**src/rtl/div_ctrl_if.sv**
```systemverilog
// -----------------------------------------------------------------------------
// div_ctrl_if
// Bundles every handshake and data signal around the divider sequencer.
//
// Signal groups:
//   execute side   : ctrl_div, operand_a, operand_b, tag_in, flush, ready_in
//   divider side   : div_dividend, div_divisor, div_start,
//                    div_result, div_overflow, div_ready
//   writeback side : result_valid, result_ack, data_result, data_exception,
//                    result_tag
//
// Modports:
//   slave  : the view taken by div_ctrl itself
//   master : the view taken by the surrounding pipeline (execute stage,
//            divider and writeback), used by the testbench
// -----------------------------------------------------------------------------
interface div_ctrl_if #(
  parameter int TAG_W = 5
);

  logic             ctrl_div;
  logic [31:0]      operand_a;
  logic [31:0]      operand_b;
  logic [TAG_W-1:0] tag_in;
  logic             flush;
  logic             ready_in;

  logic [31:0]      div_dividend;
  logic [31:0]      div_divisor;
  logic             div_start;
  logic [31:0]      div_result;
  logic             div_overflow;
  logic             div_ready;

  logic             result_valid;
  logic             result_ack;
  logic [31:0]      data_result;
  logic             data_exception;
  logic [TAG_W-1:0] result_tag;

  // The sequencer consumes requests, divider status and acks, and drives
  // everything else.
  modport slave (
    input  ctrl_div, operand_a, operand_b, tag_in, flush,
    input  div_result, div_overflow, div_ready,
    input  result_ack,
    output ready_in,
    output div_dividend, div_divisor, div_start,
    output result_valid, data_result, data_exception, result_tag
  );

  // The surrounding pipeline sees the mirror image.
  modport master (
    output ctrl_div, operand_a, operand_b, tag_in, flush,
    output div_result, div_overflow, div_ready,
    output result_ack,
    input  ready_in,
    input  div_dividend, div_divisor, div_start,
    input  result_valid, data_result, data_exception, result_tag
  );

endinterface

```
**src/rtl/div_ctrl.sv**
```systemverilog
// -----------------------------------------------------------------------------
// div_ctrl
// Sequencing front-end for the 32-iteration signed divider. A request from
// the execute stage has its operands and tag latched, the divider is launched
// with a one-cycle div_start pulse, completion is awaited under a 6-bit
// watchdog, and the result is held for writeback until it is acknowledged.
//
// Ports:
//   clock : rising-edge clock
//   reset : asynchronous, active-low; clears all state
//   bus   : div_ctrl_if.slave carrying the execute, divider and writeback
//           signal groups
//
// Parameters:
//   TAG_W    : width of the destination-register tag
//   WDOG_MAX : WAIT cycles tolerated before the operation is aborted
//
// Optional feature macro: DIV_CTRL_FASTPATH_EN
//   When defined, divisors 0, 1 and -1 are resolved when the request is
//   latched in IDLE and the block goes straight to DONE without starting the
//   divider. When undefined, every request runs through the divider.
// -----------------------------------------------------------------------------
module div_ctrl #(
  parameter int TAG_W    = 5,
  parameter int WDOG_MAX = 63
) (
  input  logic       clock,
  input  logic       reset,
  div_ctrl_if.slave  bus
);

  typedef enum logic [1:0] {
    IDLE   = 2'd0,
    LAUNCH = 2'd1,
    WAIT   = 2'd2,
    DONE   = 2'd3
  } state_t;

  localparam logic [5:0] WDOG_LIM = 6'(WDOG_MAX);

  state_t           r_state;
  state_t           w_stateNext;

  logic [31:0]      r_dividend;
  logic [31:0]      r_divisor;
  logic [TAG_W-1:0] r_tag;
  logic [31:0]      r_result;
  logic             r_exception;
  logic [5:0]       r_wdog;

  logic             w_readyIn;
  logic             w_divStart;
  logic             w_resultValid;
  logic             w_latch;
  logic             w_wdogExpired;

  logic             w_fastHit;
  logic [31:0]      w_fastResult;
  logic             w_fastExc;

  // Trivial-divisor decode. Only the IDLE latch consults it; the default
  // build ties it off so every request is sent to the divider.
`ifdef DIV_CTRL_FASTPATH_EN
  always_comb begin
    w_fastHit    = 1'b0;
    w_fastResult = 32'd0;
    w_fastExc    = 1'b0;
    if (bus.operand_b == 32'd0) begin
      w_fastHit    = 1'b1;
      w_fastResult = 32'd0;
      w_fastExc    = 1'b1;
    end else if (bus.operand_b == 32'd1) begin
      w_fastHit    = 1'b1;
      w_fastResult = bus.operand_a;
      w_fastExc    = 1'b0;
    end else if (bus.operand_b == 32'hFFFF_FFFF) begin
      // Negating the most negative dividend wraps back onto itself, which is
      // the one overflow case of a divide by -1.
      w_fastHit    = 1'b1;
      w_fastResult = (~bus.operand_a) + 32'd1;
      w_fastExc    = (bus.operand_a == 32'h8000_0000);
    end
  end
`else
  assign w_fastHit    = 1'b0;
  assign w_fastResult = 32'd0;
  assign w_fastExc    = 1'b0;
`endif

  // The watchdog trips on the WAIT cycle in which it has already counted the
  // full budget, so the abort lands WDOG_MAX+1 cycles after WAIT entry.
  assign w_wdogExpired = (r_state == WAIT) && (r_wdog >= WDOG_LIM);

  // A new operation is latched either from IDLE or from DONE when the old
  // result is acknowledged in the same cycle. ready_in already folds in the
  // flush priority, so a flushed cycle never latches.
  assign w_latch = bus.ctrl_div && w_readyIn;

  // State register.
  always_ff @(posedge clock or negedge reset) begin
    if (!reset) begin
      r_state <= IDLE;
    end else begin
      r_state <= w_stateNext;
    end
  end

  // Next-state logic. flush overrides everything else; LAUNCH ignores
  // div_ready because it may still be high from the previous operation.
  always_comb begin
    w_stateNext = r_state;
    if (bus.flush) begin
      w_stateNext = IDLE;
    end else begin
      case (r_state)
        IDLE: begin
          if (bus.ctrl_div) begin
            w_stateNext = w_fastHit ? DONE : LAUNCH;
          end
        end
        LAUNCH: begin
          w_stateNext = WAIT;
        end
        WAIT: begin
          if (bus.div_ready || w_wdogExpired) begin
            w_stateNext = DONE;
          end
        end
        DONE: begin
          if (bus.result_ack) begin
            w_stateNext = bus.ctrl_div ? LAUNCH : IDLE;
          end
        end
        default: begin
          w_stateNext = IDLE;
        end
      endcase
    end
  end

  // Output decode. A flush seen in WAIT pulses div_start in that same cycle
  // so the divider is parked while this block returns to IDLE. In DONE the
  // block can only take a new request when the current result is being
  // acknowledged.
  always_comb begin
    w_readyIn     = 1'b0;
    w_divStart    = 1'b0;
    w_resultValid = 1'b0;
    case (r_state)
      IDLE: begin
        w_readyIn = !bus.flush;
      end
      LAUNCH: begin
        w_divStart = 1'b1;
      end
      WAIT: begin
        w_divStart = bus.flush;
      end
      DONE: begin
        w_resultValid = 1'b1;
        w_readyIn     = bus.result_ack && !bus.flush;
      end
      default: begin
        w_readyIn = 1'b0;
      end
    endcase
  end

  // Operand and tag latch. These registers feed the divider directly, so
  // they only move on an accepted request and stay put until the next one.
  always_ff @(posedge clock or negedge reset) begin
    if (!reset) begin
      r_dividend <= 32'd0;
      r_divisor  <= 32'd0;
      r_tag      <= '0;
    end else if (w_latch) begin
      r_dividend <= bus.operand_a;
      r_divisor  <= bus.operand_b;
      r_tag      <= bus.tag_in;
    end
  end

  // Result capture. The divider result is taken when completion is seen in
  // WAIT; a watchdog abort substitutes zero with the exception flag set. The
  // fast path writes its decoded result directly on the IDLE latch.
  always_ff @(posedge clock or negedge reset) begin
    if (!reset) begin
      r_result    <= 32'd0;
      r_exception <= 1'b0;
    end else if (w_latch && (r_state == IDLE) && w_fastHit) begin
      r_result    <= w_fastResult;
      r_exception <= w_fastExc;
    end else if ((r_state == WAIT) && !bus.flush) begin
      if (bus.div_ready) begin
        r_result    <= bus.div_result;
        r_exception <= bus.div_overflow;
      end else if (w_wdogExpired) begin
        r_result    <= 32'd0;
        r_exception <= 1'b1;
      end
    end
  end

  // Watchdog counter: cleared in LAUNCH, counts every WAIT cycle and
  // saturates at its all-ones value.
  always_ff @(posedge clock or negedge reset) begin
    if (!reset) begin
      r_wdog <= 6'd0;
    end else if (r_state == LAUNCH) begin
      r_wdog <= 6'd0;
    end else if ((r_state == WAIT) && (r_wdog != 6'h3F)) begin
      r_wdog <= r_wdog + 6'd1;
    end
  end

  assign bus.ready_in       = w_readyIn;
  assign bus.div_start      = w_divStart;
  assign bus.div_dividend   = r_dividend;
  assign bus.div_divisor    = r_divisor;
  assign bus.result_valid   = w_resultValid;
  assign bus.data_result    = r_result;
  assign bus.data_exception = r_exception;
  assign bus.result_tag     = r_tag;

endmodule

```
**src/flat_wrapper.sv**
```systemverilog
// flat-port wrapper written by rule: the top's interface ports become plain ports
module div_ctrl_flat 
#(
  parameter int TAG_W    = 5,
  parameter int WDOG_MAX = 63
)
  (clock, reset, bus_ctrl_div, bus_operand_a, bus_operand_b, bus_tag_in, bus_flush, bus_div_result, bus_div_overflow, bus_div_ready, bus_result_ack, bus_ready_in, bus_div_dividend, bus_div_divisor, bus_div_start, bus_result_valid, bus_data_result, bus_data_exception, bus_result_tag);
  div_ctrl_if #(.TAG_W(TAG_W)) bus_i ();
  input  logic clock;
  input  logic reset;
  input wire logic [$bits(bus_i.ctrl_div)-1:0] bus_ctrl_div;
  input wire logic [$bits(bus_i.operand_a)-1:0] bus_operand_a;
  input wire logic [$bits(bus_i.operand_b)-1:0] bus_operand_b;
  input wire logic [$bits(bus_i.tag_in)-1:0] bus_tag_in;
  input wire logic [$bits(bus_i.flush)-1:0] bus_flush;
  input wire logic [$bits(bus_i.div_result)-1:0] bus_div_result;
  input wire logic [$bits(bus_i.div_overflow)-1:0] bus_div_overflow;
  input wire logic [$bits(bus_i.div_ready)-1:0] bus_div_ready;
  input wire logic [$bits(bus_i.result_ack)-1:0] bus_result_ack;
  output wire logic [$bits(bus_i.ready_in)-1:0] bus_ready_in;
  output wire logic [$bits(bus_i.div_dividend)-1:0] bus_div_dividend;
  output wire logic [$bits(bus_i.div_divisor)-1:0] bus_div_divisor;
  output wire logic [$bits(bus_i.div_start)-1:0] bus_div_start;
  output wire logic [$bits(bus_i.result_valid)-1:0] bus_result_valid;
  output wire logic [$bits(bus_i.data_result)-1:0] bus_data_result;
  output wire logic [$bits(bus_i.data_exception)-1:0] bus_data_exception;
  output wire logic [$bits(bus_i.result_tag)-1:0] bus_result_tag;
  assign bus_i.ctrl_div = bus_ctrl_div;
  assign bus_i.operand_a = bus_operand_a;
  assign bus_i.operand_b = bus_operand_b;
  assign bus_i.tag_in = bus_tag_in;
  assign bus_i.flush = bus_flush;
  assign bus_i.div_result = bus_div_result;
  assign bus_i.div_overflow = bus_div_overflow;
  assign bus_i.div_ready = bus_div_ready;
  assign bus_i.result_ack = bus_result_ack;
  assign bus_ready_in = bus_i.ready_in;
  assign bus_div_dividend = bus_i.div_dividend;
  assign bus_div_divisor = bus_i.div_divisor;
  assign bus_div_start = bus_i.div_start;
  assign bus_result_valid = bus_i.result_valid;
  assign bus_data_result = bus_i.data_result;
  assign bus_data_exception = bus_i.data_exception;
  assign bus_result_tag = bus_i.result_tag;
  div_ctrl #(.TAG_W(TAG_W), .WDOG_MAX(WDOG_MAX)) u_core (.clock(clock), .reset(reset), .bus(bus_i));
endmodule
```
**config.mk**
```make
export PLATFORM = sky130hd
export DESIGN_NAME = div_ctrl_flat
export DESIGN_NICKNAME = d
export VERILOG_FILES = /design/src/rtl/div_ctrl_if.sv /design/src/rtl/div_ctrl.sv /design/src/flat_wrapper.sv
export SDC_FILE = /design/constraint.sdc
export NUM_CORES = 1
export LEC_CHECK = 0
export CAP_MARGIN = 25
export CORE_ASPECT_RATIO = 1.4
export CORE_MARGIN = 2
export CORE_UTILIZATION = 43
export DETAILED_ROUTE_END_ITERATION = 12
export PLACE_DENSITY = 0.85
export RECOVER_POWER = 100
export SYNTH_ARGS = -nofsm -noshare
export SYNTH_HDL_FRONTEND = slang
export SYNTH_SLANG_ARGS = --single-unit
```
**constraint.sdc**
```tcl
create_clock -name clock -period 2.98 [get_ports clock]
set_input_delay 0.745 -clock clock [delete_from_list [all_inputs] [get_ports clock]]
set_output_delay 0.745 -clock clock [all_outputs]
set_load 0.05 [all_outputs]
```
==> flow_summary.toml, run 1 <==
[status]
outcome = "complete, but fails checks"
violations = "max-capacitance violations, max-slew violations"

[timing]
fin_worst_skew_ns = 0.00754
fin_setup_tns_ns = 0
whs_ns = 0.491
hold_violations = 0
rsz0062_at_grt = "false"
timing.fmax_ghz = 0.370
worst_pin_slew_ns = 1.97
period_share_pct = 90.6
min_period_ns = 2.70
worst_slack_ns = 0.279
setup_violations = 0
final-max-slew-violation-count = 37
slew_headroom_pct = -31.0

[die]
fp.coreArea_um2 = 9850
die_y_um = 122
initial_core_util_pct = 43.7
row_count = 43
io_pins = 213
dieArea_um2 = 10800
die_w_um = 88.5

[placement]
place_hpwl_um = 8260
gp_congestion = 0.757
place_ws_ns = 0.414
portBuffers = 212
placedInstanceArea_um2 = 6600

[synth]
seq_area_frac_synth_pct = 64.0
synth_edf_count = 0
yosysWarnings = 0
synth_cell_types = 32
synth_compound_area_share_pct = 8.75
synth_fa_ha_area_share_pct = 1.74
synth-simple-area-share_pct = 3.11
ys_ff_latch = 110
async_reset_ff_share_pct = 100
syn-num-nets = 397
synth_area_per_cell_um2 = 15.2
synth_top_family_by_area = "multiplexers"
synthXorXnorAreaFrac_pct = 0.611
synth_ff_type = "dfrtp_1"
syn_inst = 283
syn_area_um2 = 4300
synthMuxAreaShare_pct = 19.3

[layout]
nNetsFinal = 613
drive_above_1_share_pct = 16.7
fin_area_um2 = 6840
fillers = 725
area_growth_syn_to_layout_pct = 59.0
diodes = 0

[setup_path]
critPathArrivalTime_ns = 1.96
critical_path.startpoint = "bus_flush"
worst_ep_required_time_ns = 2.24
cp_max_fo = 6
reg2reg_from = "u_core.r_state[0]"
end_kind = "primary output"
path_class = "in2out"
worstSetupStartpointType = "input port"

[cts]
path_clk_slew_ns = 0.07
cts_resized = 0
htreeDepth = 3
cts_tree = "built"
cts_setup_buffers = 0
clk_latency_ns = 0.34
ctsHoldBuffers = 0
cts_buffers = 9
clock_sinks = 110
clockBufferDepth = 2
cts_root_buffer = "clkbuf_16"

[pwr]
p_leak_nw = 3.08
irDropWorstVdd_v = 0.000622
power_density_nw_per_um2 = 1300

[detailed_routing]
drtPass1Iterations = 4
drtIter0Drc = 121
final_antenna_net_count = 0
route.met2.wl_um = 6040
drc = 0
wirelength_um = 11000
vias = 3170
highest_layer = "met4"
vias_per_cell = 4.96
wl_met1_um = 4040
wl_per_cell_um = 17.3
met3_length_um = 619

[global_routing]
grt_pass1_wl_um = 17000
track_usage_pct = 20.5
grt-ovfl-total = 0
antenna_found_initial = 0
grt_max_degree = 70
grt_pass1_vias = 3375

[hold_path]
worstHoldStart = "u_core.bus.div_dividend[17]"
holdCritPathClass = "reg2reg"

[flow_run]
maxCapViolations = 1
## kinds of logic (layout without fill, tap and decap cells)
kind of cell | after synthesis | after routing
buf+inv | 20 | 241
flops | 110 | 110
compound gates | 47 | 47
simple gates | 26 | 26
xor+xnor | 3 | 3
fa+ha+maj | 6 | 6
mux | 71 | 71
## where the power goes
| group | total (W) | switching, W | internal [W] |
|---|---|---|---|
| Combinational | 0.00513 | 0.00338 | 0.00175 |
| Sequential | 0.00257 | 0.000356 | 0.00221 |
| Clock | 0.00120 | 0.000528 | 0.000676 |
## cell type report
type,instances,area [µm²],area share (%)
flip-flops and latches,110,2750,40.2
well taps,135,169,2.47
multi-input cells,153,1400,20.5
repair buffers,219,2200,32.1
clock inverters,5,56.3,0.823
inverters,6,22.5,0.329
clock buffers,11,243,3.55
## sequential cells by signal (all words and copies together) (netlist names)
register / cells
u_core.bus.data_result: 32
u_core.bus.div_dividend: 32
u_core.bus.div_divisor: 32
u_core.r_wdog: 6
u_core.bus.result_tag: 5
u_core.r_state: 2
u_core.bus.data_exception: 1
## metal layers
metal,global-route usage (%),vias up
met5,0,-
met4,8.52,0
met2,36.2,113
li1,-,1457
met1,23.1,1575
met3,5.04,25
## synth_stat cells, drive strengths merged (2+ instances only)
library cell	number	area [µm²]
mux2	69	811
a22o	32	280
a21oi	5	25.0
o21ai	3	15.0
nand2b	3	18.8
buf	10	70.1
dfrtp	110	2750
xor2	3	26.3
nor2b	2	12.5
nor2	7	26.3
clkbuf	4	15.0
and3	2	12.5
ha	6	75.1
nor3	2	15.0
nand3	3	15.0
a31oi	2	12.5
nand2	5	21.3
inv	6	22.5
mux2i	2	20.0
## cell usage in the layout (no fill, tap or decap), drive strengths merged, types with 3 or more instances in the layout
master | synthesis | routed
nand2b | 3 | 3
a21oi | 5 | 5
nand3 | 3 | 3
o21ai | 3 | 3
clkbuf | 4 | 14
dlygate4sd3 | 0 | 103
mux2 | 69 | 69
clkdlybuf4s50 | 0 | 106
nor2 | 7 | 7
xor2 | 3 | 3
ha | 6 | 6
inv | 6 | 7
buf | 10 | 7
dfrtp | 110 | 110
nand2 | 5 | 5
a22o | 32 | 32
## worst max-delay path, cell delays in order
cell	delay, ns
clkdlybuf4s50_1	0.51
nor3_1	0.49
buf_12	0.20
## worst paths after layout
| path | to | slack (ns) | depth (start not counted) |
|---|---|---|---|
| min in group asynchronous | u_core.bus.data_result[8] | 0.95 | 1 |
| worst min-delay path | u_core.bus.div_dividend[17] | 0.49 | 1 |
| max in group asynchronous | u_core.bus.div_divisor[5] | 0.83 | 2 |
| worst max register to register | u_core.bus.div_dividend[12] | 0.63 | 6 |
| worst min register to register | u_core.bus.div_dividend[17] | 0.49 | 1 |
| worst max-delay path | bus_ready_in | 0.28 | 3 |
## stage by stage
| stage | cells | util, % | power (W) |
|---|---|---|---|
| after floorplan | 283 | - | 0.00616 |
| after global placement | 623 | 67.1 | 0.00799 |
| after detailed placement | 623 | 67.1 | 0.00811 |
| after CTS | 639 | 70.1 | 0.00934 |
| after global routing | 639 | 69.5 | 0.00929 |
| final | 639 | 69.5 | 0.00890 |
Note: power is estimated with default switching activity, not from simulation.
==> run 2: changes to the inputs <==
- HOLD_SLACK_MARGIN: unset -> 0.15
- PLACE_DENSITY: 0.85 -> 0.93
==> run 2 against run 1 <==
Against the previous run:
- the flow now finishes without violations
- clock-buffer cell count is the same
- worst setup slack gained 0.017 ns
- maximum frequency grew 0.64%
- combinational power barely moved
- non-clock buffer count fell by 2
- critical path type is now in2reg
- largest power group unchanged
- highest routed layer unchanged
==> flow_summary.toml, run 2 (synthesis results as in run 1) <==
[layout]
diodes = 0
nNetsFinal = 611
drive_above_1_share_pct = 16.3
post-route-util_pct = 69.7
final_common_cell = "dfrtp_1"
area_growth_syn_to_layout_pct = 59.4
mostFrequentLayoutCells = "dfrtp_1, clkdlybuf4s50_1, dlygate4sd3_1"

[cts]
cts_tree = "built"
clockBufferDepth = 2
cts_setup_buffers = 0
cts_buffers = 9
clk_latency_ns = 0.34
htreeDepth = 3
path_clk_slew_ns = 0.07
ctsHoldBuffers = 0
cts_resized = 0
cts_root_buffer = "clkbuf_16"
clock_sinks = 110

[pwr]
power_density_nw_per_um2 = 1320
p_leak_nw = 3.08
irDropWorstVdd_v = 0.000749

[placement]
place_hpwl_um = 8650
gp_congestion = 0.734
portBuffers = 212

[global_routing]
grt_use_met3_pct = 4.64
use_met2_pct = 38.3
met1_usage_pct = 23.3
antenna_found_initial = 0
busiest_layer = "met2"
grt_max_degree = 70
grt_pass1_wl_um = 17400
grt_pass1_vias = 3452
track_usage_pct = 21.2
grt-ovfl-total = 0

[die]
row_count = 43
initial_core_util_pct = 43.7
die_y_um = 122
die_w_um = 88.5
io_pins = 213
dieArea_um2 = 10800
fp.coreArea_um2 = 9850

[hold_path]
hold_path_end = "u_core.bus.div_dividend[14]"
holdCritPathClass = "reg2reg"
hold_depth = 1
worstHoldStart = "u_core.bus.div_dividend[14]"

[detailed_routing]
final_antenna_net_count = 0
wl_per_cell_um = 18.2
vias_per_cell = 4.99
vias = 3179
wirelength_um = 11600
drc = 0
drtIter0Drc = 114
drtPass1Iterations = 4

[setup_path]
reg2regPathDepth = 6
worstSetupStartpointType = "input port"
reg2reg_from = "u_core.r_state[0]"
critPathArrivalTime_ns = 2.89
worst_ep_required_time_ns = 3.19
r2r_end = "u_core.bus.data_result[10]"
cp_num_buf_inv = 2
path_class = "in2reg"
cp_cell_sequence = "dlygate4sd3_1 -> nor3_2 -> nand2_2 -> clkbuf_4 -> mux2_1"
slowest_delay_ns = 0.62
cp_slowest_cell = "dlygate4sd3_1"
path_delay_family = "buffers and inverters"
cp_max_fo = 69
r2r_slack_ns = 0.50
end_kind = "register"

[timing]
hold_violations = 0
final-max-slew-violation-count = 0
min_period_ns = 2.68
setup_violations = 0
period_share_pct = 90.1
timing.fmax_ghz = 0.373
fin_setup_tns_ns = 0
slew_headroom_pct = 17.1
worst_pin_slew_ns = 1.24
fin_worst_skew_ns = 0.00876
rsz0062_at_grt = "false"

[flow_run]
maxCapViolations = 0

[status]
outcome = "finished, final reports clean"
==> run 2: power by group <==
| part | switching (W) | leakage (nW) | internal (W) |
|---|---|---|---|
| logic | 0.00340 | 1.57 | 0.00174 |
| clock network | 0.000533 | 0.164 | 0.000792 |
| registers | 0.000373 | 1.34 | 0.00221 |
| total | 0.00430 | 3.08 | 0.00475 |
==> run 2: area by class of cell <==
| class | instances | area, µm² |
|---|---|---|
| fill | 706 | 2990 |
| sequential | 110 | 2750 |
| timing repair buffer | 217 | 2170 |
| multi-input combinational | 153 | 1410 |
| clock buffer | 11 | 253 |
| tap | 135 | 169 |
| clock inverter | 5 | 87.6 |
| inverter | 6 | 22.5 |
==> run 2: layer usage <==
| metal | up-vias | wire, µm |
|---|---|---|
| met1 | 1574 | 4110 |
| met2 | 130 | 6450 |
| met4 | 0 | 365 |
| met5 | - | 0 |
| met3 | 27 | 645 |
| li1 | 1448 | - |
==> run 2: metrics by stage <==
step	hold WS [ns]	power, W	instances	area (µm²)	worst slack, ns
floorplan	0.449	0.00616	283	4300	0.305
global placement	0.474	0.00798	621	6600	0.467
detailed placement	0.485	0.00814	621	6600	0.443
CTS	0.448	0.00951	637	6940	0.355
global route	0.508	0.00945	637	6860	0.180
finish	0.491	0.00905	637	6860	0.296
==> run 2: worst max path at each step <==
stage,from,endpoint,slack (ns),cells after the start
floorplan,u_core.r_state[0],u_core.bus.div_dividend[12],0.31,7
global placement,bus_flush,bus_div_start,0.47,4
detailed placement,bus_flush,bus_div_start,0.44,4
CTS,u_core.r_state[0],bus_result_valid,0.36,2
global route,bus_flush,u_core.bus.div_divisor[10],0.18,5
finish,bus_flush,u_core.bus.div_divisor[9],0.30,5
==> run 3: changes to the inputs <==
- CORE_MARGIN: 2 -> unset
==> run 3 against run 2 <==
Against the previous run:
- final cell count is 0.78% lower
- global-route usage shrank 0.26 points
- flip-flop and latch count is the same
- sequential share of layout area increased by 0.36 points
- wire length down 4.6%
- design area is 0.89% lower
- combinational power is 0.8% lower
- via count is 0.31% lower
- critical path type is now in2out
- largest cell class unchanged
==> flow_summary.toml, run 3 (synthesis results as in run 1) <==
[status]
outcome = "finished, final reports clean"

[timing]
whs_ns = 0.487
timing.fmax_ghz = 0.364
fin_worst_skew_ns = 0.00624
final-max-slew-violation-count = 0
rsz0062_at_grt = "false"
setup_violations = 0
worst_pin_slew_ns = 1.49
min_period_ns = 2.74
period_share_pct = 92.1
slew_headroom_pct = 0.914
hold_violations = 0
fin_setup_tns_ns = 0

[cts]
cts_buffers = 9
clockBufferDepth = 2
clock_sinks = 110
cts_setup_buffers = 0
ctsHoldBuffers = 0
cts_root_buffer = "clkbuf_16"
clk_latency_ns = 0.33
path_clk_slew_ns = 0.07
cts_resized = 0
cts_tree = "built"
htreeDepth = 3

[layout]
post-route-util_pct = 71.1
fillers = 678
area_growth_syn_to_layout_pct = 58.0
nNetsFinal = 610
multiInputGateArea_um2 = 1400
final_common_cell = "dfrtp_1"
drive_above_1_share_pct = 15.8
diodes = 0
area.sequential_um2 = 2750
final_cells = 632
mostFrequentLayoutCells = "dfrtp_1, clkdlybuf4s50_1, dlygate4sd3_1"

[global_routing]
track_usage_pct = 21.0
grt_pass1_wl_um = 16600
grt_use_met3_pct = 5.80
antenna_found_initial = 0
grt-ovfl-total = 0
use_met2_pct = 37.7
grt_max_degree = 111
busiest_layer = "met2"
met1_usage_pct = 23.1
grt_pass1_vias = 3313

[setup_path]
worstSetupStartpointType = "input port"
critical_path.startpoint = "bus_flush"
worst_ep_required_time_ns = 2.24
reg2reg_from = "u_core.r_state[0]"
path_class = "in2out"
critPathArrivalTime_ns = 2.00
end_kind = "primary output"
cp_max_fo = 6
reg2regPathDepth = 6

[die]
row_count = 42
io_pins = 213
die_w_um = 86.5
die_y_um = 120
dieArea_um2 = 10400
fp.coreArea_um2 = 9560
initial_core_util_pct = 45.0

[pwr]
p_leak_nw = 3.05
total_power_w = 0.00886
irDropWorstVdd_v = 0.000753
power_density_nw_per_um2 = 1300

[detailed_routing]
drtIter0Drc = 136
wirelength_um = 11000
vias = 3169
wl_per_cell_um = 17.5
drtPass1Iterations = 4
final_antenna_net_count = 0
drc = 0
vias_per_cell = 5.01

[placement]
placed_cells = 617
place_hpwl_um = 8120
gp_congestion = 0.759
portBuffers = 212

[hold_path]
worstHoldStart = "u_core.bus.div_dividend[17]"
holdCritPathClass = "reg2reg"
hold_depth = 1

[flow_run]
maxCapViolations = 0
-- run 3: cell count changes in the layout (fill, tap and decap cells not counted), moves of 2 or more --
cell,before,now
clkbuf_1,1,3
clkbuf_2,3,1
mux2_1,12,10
mux2_2,57,59
-- run 3: critical path, stage by stage --
cell and delay [ns]:
clkdlybuf4s50_1 0.57, a21oi_1 0.10, nor2_1 0.10, clkbuf_1 0.47
-- run 3: per-stage QoR --
stage                     worst slack [ns]  area (µm²)
after floorplan                      0.305        4300
after global placement               0.463        6590
after detailed placement             0.416        6590
after CTS                            0.378        6880
after global routing                 0.187        6800
final                                0.236        6800
-- run 3: routing by layer --
layer	share of wire, %	wire length, µm
met1	37	4120
met5	0	0
met2	54	5910
met3	6.1	677
met4	3.0	326
-- run 3: where the power goes --
| part | switching (W) | leakage, nW | internal, W |
|---|---|---|---|
| clock network | 0.000508 | 0.143 | 0.000673 |
| registers | 0.000366 | 1.34 | 0.00221 |
| logic | 0.00338 | 1.57 | 0.00172 |
| total | 0.00425 | 3.05 | 0.00461 |
-- run 3: layout make-up --
cell class / instances / area share [%]
multi-input cells: 153 / 20.7
repair buffers: 216 / 31.8
clock buffers: 12 / 3.63
inverters: 6 / 0.331
well taps: 132 / 2.43
flip-flops and latches: 110 / 40.5
clock inverters: 3 / 0.644
-- run 3: worst paths after layout --
path | end | slack (ns)
setup / recovery | bus_div_start | 0.24
hold / removal | u_core.bus.div_dividend[17] | 0.49
setup reg to reg | u_core.bus.data_result[7] | 0.50
hold reg to reg | u_core.bus.div_dividend[17] | 0.49
max in group asynchronous | u_core.bus.div_dividend[16] | 1.15
min in group asynchronous | u_core.bus.data_result[10] | 0.88
